$ cat src/rtl/ma_stage.sv
// Memory-access stage: drives loads/stores over a req/ready handshake and fills the MA/RW latch.
// Optional MA_TIMEOUT_EN adds a BUSY watchdog that aborts a stalled access and sets mem_err_o.
module ma_stage #(
  parameter int unsigned TIMEOUT_CYCLES = 16
) (
  input  logic        clk_i,
  input  logic        reset_i,
  input  logic        in_valid_i,
  input  logic [31:0] in_pc_i,
  input  logic [31:0] in_alu_result_i,
  input  logic [31:0] in_op2_i,
  input  logic [3:0]  in_rd_i,
  input  logic        in_is_ld_i,
  input  logic        in_is_st_i,
  input  logic        in_is_call_i,
  input  logic        in_is_wb_i,
  output logic        in_stall_o,
  output logic        mem_req_o,
  output logic        mem_we_o,
  output logic [31:0] mem_addr_o,
  output logic [31:0] mem_wdata_o,
  input  logic        mem_ready_i,
  input  logic [31:0] mem_rdata_i,
  output logic        rw_valid_o,
  output logic [31:0] rw_pc_o,
  output logic [31:0] rw_alu_result_o,
  output logic [31:0] rw_ld_result_o,
  output logic [3:0]  rw_rd_o,
  output logic        rw_is_call_o,
  output logic        rw_is_ld_o,
  output logic        rw_is_wb_o,
  output logic        mem_err_o
);

  typedef enum logic [0:0] {StIdle, StBusy} state_e;

  state_e      state_q, state_d;
  logic [31:0] hold_pc_q, hold_alu_q, hold_op2_q;
  logic [3:0]  hold_rd_q;
  logic        hold_is_ld_q, hold_is_st_q, hold_is_call_q, hold_is_wb_q;

  logic        rw_valid_q, rw_is_call_q, rw_is_ld_q, rw_is_wb_q;
  logic [31:0] rw_pc_q, rw_alu_q, rw_ld_q;
  logic [3:0]  rw_rd_q;

  logic        hold_load, rw_load, timeout;
  logic [31:0] sel_pc, sel_alu, sel_ld_result;
  logic [3:0]  sel_rd;
  logic        sel_is_ld, sel_is_st, sel_is_call, sel_is_wb;

  if (TIMEOUT_CYCLES < 1) begin : g_bad_timeout
    $error("TIMEOUT_CYCLES must be at least 1");
  end

`ifdef MA_TIMEOUT_EN
  localparam int unsigned CntW = $clog2(TIMEOUT_CYCLES + 1);
  logic [CntW-1:0] cnt_q, cnt_d;
  logic            mem_err_q;

  // Counter sits at zero in IDLE, so it is cleared on every entry to BUSY.
  assign cnt_d   = (state_q == StBusy && !mem_ready_i) ? cnt_q + CntW'(1) : '0;
  assign timeout = (state_q == StBusy) && !mem_ready_i &&
                   (cnt_q == CntW'(TIMEOUT_CYCLES - 1));

  always_ff @(posedge clk_i) begin
    if (reset_i) begin
      cnt_q     <= '0;
      mem_err_q <= 1'b0;
    end else begin
      cnt_q     <= cnt_d;
      mem_err_q <= mem_err_q | timeout;
    end
  end

  assign mem_err_o = mem_err_q;
`else
  assign timeout   = 1'b0;
  assign mem_err_o = 1'b0;
`endif

  always_comb begin
    state_d   = state_q;
    hold_load = 1'b0;
    rw_load   = 1'b0;
    unique case (state_q)
      StIdle: begin
        if (in_valid_i) begin
          if (in_is_ld_i || in_is_st_i) begin
            hold_load = 1'b1;
            state_d   = StBusy;
          end else begin
            rw_load = 1'b1;
          end
        end
      end
      StBusy: begin
        if (mem_ready_i || timeout) begin
          rw_load = 1'b1;
          state_d = StIdle;
        end
      end
      default: state_d = StIdle;
    endcase
  end

  // Latch source: live inputs for ALU ops in IDLE, hold registers when finishing a memory op.
  always_comb begin
    sel_pc      = in_pc_i;
    sel_alu     = in_alu_result_i;
    sel_rd      = in_rd_i;
    sel_is_ld   = in_is_ld_i;
    sel_is_st   = in_is_st_i;
    sel_is_call = in_is_call_i;
    sel_is_wb   = in_is_wb_i;
    if (state_q == StBusy) begin
      sel_pc      = hold_pc_q;
      sel_alu     = hold_alu_q;
      sel_rd      = hold_rd_q;
      sel_is_ld   = hold_is_ld_q;
      sel_is_st   = hold_is_st_q;
      sel_is_call = hold_is_call_q;
      sel_is_wb   = hold_is_wb_q;
    end
    // ld+st together is treated as a store.
    if (timeout)                       sel_ld_result = 32'hDEAD_BEEF;
    else if (sel_is_ld && !sel_is_st)  sel_ld_result = mem_rdata_i;
    else                               sel_ld_result = 32'h0;
  end

  always_ff @(posedge clk_i) begin
    if (reset_i) begin
      state_q        <= StIdle;
      hold_pc_q      <= '0;
      hold_alu_q     <= '0;
      hold_op2_q     <= '0;
      hold_rd_q      <= '0;
      hold_is_ld_q   <= 1'b0;
      hold_is_st_q   <= 1'b0;
      hold_is_call_q <= 1'b0;
      hold_is_wb_q   <= 1'b0;
      rw_valid_q     <= 1'b0;
      rw_pc_q        <= '0;
      rw_alu_q       <= '0;
      rw_ld_q        <= '0;
      rw_rd_q        <= '0;
      rw_is_call_q   <= 1'b0;
      rw_is_ld_q     <= 1'b0;
      rw_is_wb_q     <= 1'b0;
    end else begin
      state_q    <= state_d;
      rw_valid_q <= rw_load;
      rw_is_wb_q <= rw_load && sel_is_wb && !sel_is_st && !timeout;
      if (hold_load) begin
        hold_pc_q      <= in_pc_i;
        hold_alu_q     <= in_alu_result_i;
        hold_op2_q     <= in_op2_i;
        hold_rd_q      <= in_rd_i;
        hold_is_ld_q   <= in_is_ld_i;
        hold_is_st_q   <= in_is_st_i;
        hold_is_call_q <= in_is_call_i;
        hold_is_wb_q   <= in_is_wb_i;
      end
      if (rw_load) begin
        rw_pc_q      <= sel_pc;
        rw_alu_q     <= sel_alu;
        rw_ld_q      <= sel_ld_result;
        rw_rd_q      <= sel_rd;
        rw_is_call_q <= sel_is_call;
        rw_is_ld_q   <= sel_is_ld && !sel_is_st;
      end
    end
  end

  assign in_stall_o      = (state_q == StBusy);
  assign mem_req_o       = (state_q == StBusy);
  assign mem_we_o        = hold_is_st_q;
  assign mem_addr_o      = hold_alu_q;
  assign mem_wdata_o     = hold_op2_q;
  assign rw_valid_o      = rw_valid_q;
  assign rw_pc_o         = rw_pc_q;
  assign rw_alu_result_o = rw_alu_q;
  assign rw_ld_result_o  = rw_ld_q;
  assign rw_rd_o         = rw_rd_q;
  assign rw_is_call_o    = rw_is_call_q;
  assign rw_is_ld_o      = rw_is_ld_q;
  assign rw_is_wb_o      = rw_is_wb_q;

endmodule

$ cat config.mk
export PLATFORM = sky130hd
export DESIGN_NAME = ma_stage
export DESIGN_NICKNAME = d
export VERILOG_FILES = /design/src/rtl/ma_stage.sv
export SDC_FILE = /design/constraint.sdc
export NUM_CORES = 1
export LEC_CHECK = 0
export CAP_MARGIN = 20
export CORE_ASPECT_RATIO = 1.5
export CORE_MARGIN = 5
export CORE_UTILIZATION = 41
export DETAILED_ROUTE_END_ITERATION = 10
export PLACE_DENSITY = 0.77
export SYNTH_ARGS = -nofsm -noshare
export SYNTH_HDL_FRONTEND = slang
export SYNTH_SLANG_ARGS = --single-unit
export TNS_END_PERCENT = 50
$ cat constraint.sdc
create_clock -name clk_i -period 1.85 [get_ports clk_i]
set_input_delay 0.555 -clock clk_i [delete_from_list [all_inputs] [get_ports clk_i]]
set_output_delay 0.555 -clock clk_i [all_outputs]
set_load 0.005 [all_outputs]
Word level (Yosys, flattened, before mapping)
Cells that the tools add are included.
{"block": "totals", "output_inout_bits": 172, "in_bits": 140, "word_cells": 40, "regBits": 209}
{"block": "classes", "n_reduce_logical": 5, "n_bitwise": 1, "mux": 17}
{"cell": "32-bit 2-to-1 mux", "n": 3}
{"cell": "1-bit 2-to-1 mux", "n": 11}
{"cell": "4-bit 2-to-1 mux", "n": 1}
{"cell": "1-bit one-hot mux with 2 select lines", "n": 2}
{"cell": "1-bit logical AND", "n": 3}
{"cell": "1-bit logical NOT", "n": 1}
{"cell": "1-bit logical OR", "n": 1}
{"cell": "1-bit NOT", "n": 1}

Longest topological paths before layout
{"block": "logic_depth", "word_depth": 6, "depth_mapped": 7, "depth_no_buf": 3}

Worst setup path before layout
No wires, ideal clock.
{"block": "synth_timing", "path_type": "in2reg", "startpoint": "input port in_is_st_i", "endpoint": "register rw_pc_q[21] (netlist: rw_pc_o[21])", "path_buffers": 3, "required_time_ps": 1716, "setup_slack_ps": 101, "path_stages": 6, "setup_ps": 134, "arrival_ps": 1615, "cell_sequence": "or4b_1 > buf_2 > nand2_2 > buf_6 > buf_6 > a211oi_1"}
{"block": "synth_via", "elab_chain_cells": 4}
{"item": "start, declared", "line": "14", "source": "input logic in_is_st_i,"}
{"item": "1-bit logical OR", "line": "88", "source": "if (in_is_ld_i || in_is_st_i) begin"}
{"item": "1-bit 2-to-1 mux", "line": "88"}
{"item": "1-bit 2-to-1 mux", "line": "87", "source": "if (in_valid_i) begin"}
{"item": "1-bit one-hot mux with 2 select lines", "line": "85", "source": "unique case (state_q)"}
{"item": "end signal, assigned", "line": "164", "source": "rw_pc_q <= sel_pc;"}
{"item": "end, declared", "line": "43", "source": "logic [31:0] rw_pc_q, rw_alu_q, rw_ld_q;"}
No other way between the ends.
A chain may end at the register's enable or synchronous reset.

Worst setup path in the final report
{"block": "layout_timing", "startpoint": "input port in_valid_i", "endpoint": "register rw_alu_q[6] (netlist: rw_alu_result_o[6])"}
{"block": "layout_via", "elab_chain_cells": 2}
{"item": "start, declared", "line": "8", "source": "input logic in_valid_i,"}
{"item": "1-bit 2-to-1 mux", "line": "87"}
{"item": "1-bit one-hot mux with 2 select lines", "line": "85"}
{"item": "end signal, assigned", "line": "165", "source": "rw_alu_q <= sel_alu;"}
{"item": "end, declared", "line": "43"}
No other way between the ends.

==> results.md <==
- The worst clock skew on the final layout is roughly 0.011 ns.
- The data arrival time of the critical path is 2.15 ns.
- The number of pins exceeding their max-slew limit in the final report is 0.
- The clock sink count is 209.
- The die outline area is 24100 sq um.
- In this design, the critical path's most frequently occurring cell is sky130_fd_sc_hd__buf_4.
- The power density of the placed cells is 864 nW/um^2.
- The detailed-route vias per instance is between 5 and 6.
- After routing, the total negative slack on setup checks comes to 0 ns.
- The total number of H-tree levels is 1.
- The multi-input logic area is 3910 sq um.
- After synthesis, the cell types taking the most area are sky130_fd_sc_hd__dfxtp_1 49%, sky130_fd_sc_hd__a21oi_1 8.0%, sky130_fd_sc_hd__mux2i_1 8.0%.
- The clock slew at the register clock pins of the worst setup and hold paths is 0.06 ns.
- The wire length per cell after detailed routing is just under 20 microns.
- The TritonCTS clock tree is done.
- In this run the count of I/O pins placed on the die edge is 312.
- Averaged over all synthesized cells, the footprint is 8.87 sq um.
- The critical path class is primary input to register.
- The total overflow left after global routing is 0.
- During synthesis, Yosys emitted a total of 0 warnings.
- The overall via count from detail_route is between 8000 and 9000.
- The share of the cycle needed by the critical path after routing is a little over nine tenths.
- The via count of the first global-routing pass was 8213.
- Once detail routing completed, the nets flagged for antenna violations numbered 0.
- In this run the clock root is driven by a sky130_fd_sc_hd__clkbuf_16.
- The clock latency on the worst-skew pair is 0.49 ns.
- The run finished with clean final reports.
- The area taken by flip-flops and latches is 4210 sq um.
- In this run, the number of DRC markers left after iteration 0 of detailed routing was 717.
- For this configuration, the core starts out at a cell density of 41.2%.
- In this run, placement finished with an instance count of 1470.
- From bottom edge to top edge, the die measures 187 microns.
- The highest attainable clock frequency is approximately 570 MHz.
- The routability congestion estimate is 0.810.
- The count of buffers added on input and output ports is 310.
- Synthesis produced a netlist whose cell count is 971.
- The cell leakage power is slightly above 0.005 uW.
- The first global-routing pass estimated 45300 microns of wire.
- The number of nets handed over by synthesis was 1111.
- The total of hold buffers inserted after clock tree synthesis is 0.
- The post-synthesis to final-layout area growth is 46.7%.
- Setup repair after global routing left no endpoint under its margin.
- The chip width is 128 microns.
- Data on the critical path is required at its endpoint by 2.25 ns.
- The core area is 20900 sq um.
- In this run the core area contains 65 standard-cell rows.
- The first detailed-routing pass took 7 iterations.
- The top-area cell type share of the netlist area is 48.6%.
- Counting flops and latches in the post-synthesis netlist gives 209.
- IR analysis of the VDD net gives a maximum drop of 0.666 mV.
- After synthesis the cells add up to approximately 8600 sq um.
- The type of destination of the critical path is a register.
- Entering global routing, the biggest net connects 80 pins.
- The DRC violations left is 0.
- The finished layout holds 1509 standard cells, fillers aside.
- The most area-hungry cell type in the Yosys netlist is sky130_fd_sc_hd__dfxtp_1.
- The highest-delay cell along the critical path is sky130_fd_sc_hd__clkdlybuf4s50_1.
- The max-capacitance violation count is 0.
- The worst-case register-to-register setup slack is 0.11 ns.
- The cell type group with the largest total delay on the critical path is buffers and inverters.
- The fraction of final layout cells sized beyond drive strength 1 is 8.48%.
- The worst setup path is launched from a primary input.
- The signal on the critical path passes through clkdlybuf4s50_1 -> buf_4 -> nor4b_4 -> buf_4 -> buf_12 -> nor3_1 -> a211oi_2.
- Wires add up to approximately 30000 microns.
- The total count of hold-check failures in the final report was 0.
- The initial antenna violation count is 3.
- Along the worst path, the maximum fanout reaches 31.
- Summing the sequential cell areas from Yosys gives 48.6% of the chip area.
- Global routing consumed, over all layers together, 22.8% of the routing resources.
- The final net count is 1366.
- The tightest hold margin is 0.341 ns.
- Counting distinct cell types in the post-synthesis netlist gives 30.
- The critical path contains buffers and inverters numbering 4 combined.
- The minimum clock period after layout is 1.75 ns.
- The wire-length estimate of the detail-placed layout is between 15000 and 20000 microns.
- Setup violations remaining at the end of the flow were counted as 0.
- TritonCTS created 21 clock buffers.
- The count of fill cells added during filler insertion is 1872.
- In this run the worst hold path is classified as primary input to register.
- The delay of the slowest cell on the worst path is 0.51 ns.
- In this run the deepest clock path goes through 3 buffers.
[logic make-up (layout without fill, tap and decap cells)]
| group | Yosys count | count (layout) | synth area share (%) |
|---|---|---|---|
| AO/OA/AOI/OAI | 343 | 343 | 23.4 |
| buffers and inverters | 124 | 391 | 6.52 |
| flip-flops | 209 | 209 | 48.6 |
| multiplexers | 69 | 69 | 8.02 |
| other | 1 | 4 | 0.0436 |
| AND/OR/NAND/NOR | 225 | 225 | 13.5 |
[flip-flops by register name, indices dropped and copies added (netlist names)]
name             flops
rw_is_call_o         1
hold_is_ld_q         1
rw_ld_result_o      32
rw_valid_o           1
mem_addr_o          32
hold_is_call_q       1
rw_pc_o             32
rw_rd_o              4
hold_pc_q           32
hold_is_wb_q         1
rw_is_wb_o           1
hold_rd_q            4
mem_wdata_o         32
rw_is_ld_o           1
mem_we_o             1
in_stall_o           1
rw_alu_result_o     32
[per-stage QoR]
step | power [uW] | util, % | instance area [sq um] | setup slack [ns]
6_report | 10900 | 60.4 | 12600 | 0.0984
5_1_grt | 11400 | 60.4 | 12600 | 0.0133
4_1_cts | 11000 | 60.4 | 12600 | 0.00605
3_5_place_dp | 7030 | 58.1 | 12100 | -0.424
3_3_place_gp | 6990 | 58.1 | 12100 | -0.334
2_1_floorplan | 5880 | - | 8610 | 0.101
[worst reg2reg max path: stages, from the launching register on]
cell and delay [ns]:
sky130_fd_sc_hd__dfxtp_4 0.36, sky130_fd_sc_hd__buf_4 0.23, sky130_fd_sc_hd__buf_6 0.25, sky130_fd_sc_hd__and2_4 0.24, sky130_fd_sc_hd__buf_12 0.21, sky130_fd_sc_hd__nor3_1 0.11, sky130_fd_sc_hd__a211oi_1 0.25
[layout make-up]
class                   instances  area share, %
diodes                          3         0.0594
clock buffers                  29           4.79
clock inverters                 6          0.446
inverters                       1         0.0297
multi-input cells             638           30.9
flip-flops and latches        209           33.3
well taps                     268           2.65
repair buffers                355           27.8
[per-layer routing]
layer | track usage (%) | part of all wire (%) | vias to the layer above
li1 | - | - | 4110
met1 | 27.9 | 39 | 4026
met2 | 37.7 | 49 | 344
met4 | 11.7 | 5.0 | 0
met5 | 0 | 0 | -
met3 | 4.10 | 6.7 | 80
[final timing paths]
| check | startpoint | endpoint | depth (start not counted) |
|---|---|---|---|
| max | in_valid_i | rw_alu_result_o[6] | 7 |
| min | reset_i | hold_pc_q[9] | 2 |
| max reg2reg | in_stall_o | rw_pc_o[28] | 6 |
| min reg2reg | hold_is_ld_q | hold_is_ld_q | 2 |
[cell usage in the layout, fill, tap and decap left out, types with 17 or more instances in the layout]
cell	count
sky130_fd_sc_hd__o221ai_1	32
sky130_fd_sc_hd__nor3_1	70
sky130_fd_sc_hd__mux2i_1	69
sky130_fd_sc_hd__o21ai_0	102
sky130_fd_sc_hd__a211oi_1	68
sky130_fd_sc_hd__dfxtp_2	17
sky130_fd_sc_hd__nand3_1	135
sky130_fd_sc_hd__buf_12	22
sky130_fd_sc_hd__dfxtp_1	191
sky130_fd_sc_hd__dlygate4sd2_1	171
sky130_fd_sc_hd__clkbuf_16	21
sky130_fd_sc_hd__buf_4	22
sky130_fd_sc_hd__a21oi_1	138
sky130_fd_sc_hd__clkdlybuf4s50_1	138
[report_power, final]
group / internal (uW) / total (uW) / leakage [uW] / switching [uW]
Combinational: 929 / 1850 / 0.00299 / 924
Sequential: 4780 / 4920 / 0.00172 / 140
Clock: 2410 / 4140 / 0.000333 / 1720
Total: 8130 / 10900 / 0.00505 / 2790
[synthesized netlist by cell type]
cell type,number
sky130_fd_sc_hd__mux2i_1,69
sky130_fd_sc_hd__o21ai_0,102
sky130_fd_sc_hd__inv_1,1
sky130_fd_sc_hd__or2_2,1
sky130_fd_sc_hd__a31oi_1,1
sky130_fd_sc_hd__buf_2,38
sky130_fd_sc_hd__nor3b_2,1
sky130_fd_sc_hd__and3b_1,1
sky130_fd_sc_hd__a211oi_1,69
sky130_fd_sc_hd__buf_1,1
sky130_fd_sc_hd__clkbuf_1,73
sky130_fd_sc_hd__nor3_1,70
sky130_fd_sc_hd__or4b_1,1
sky130_fd_sc_hd__nor3b_1,1
sky130_fd_sc_hd__a21oi_1,138
sky130_fd_sc_hd__nand3_1,135
sky130_fd_sc_hd__nand2_2,1
sky130_fd_sc_hd__dfxtp_1,209
sky130_fd_sc_hd__nand3b_1,2
sky130_fd_sc_hd__o221ai_1,32
sky130_fd_sc_hd__nand2b_1,1
sky130_fd_sc_hd__nand2_1,3
sky130_fd_sc_hd__nor2_1,4
sky130_fd_sc_hd__conb_1,1
sky130_fd_sc_hd__o22ai_1,1
sky130_fd_sc_hd__nor4b_2,1
sky130_fd_sc_hd__buf_4,9
sky130_fd_sc_hd__buf_6,2
sky130_fd_sc_hd__nor2b_1,2
sky130_fd_sc_hd__and2_1,1
[repair_timing]
action,CTS,global route
endpoints found under the setup margin,171,38
buffers inserted,1,0
pin swaps,0,1
gates resized for setup,188,2
No activity file was read; power rests on OpenSTA's default activity.
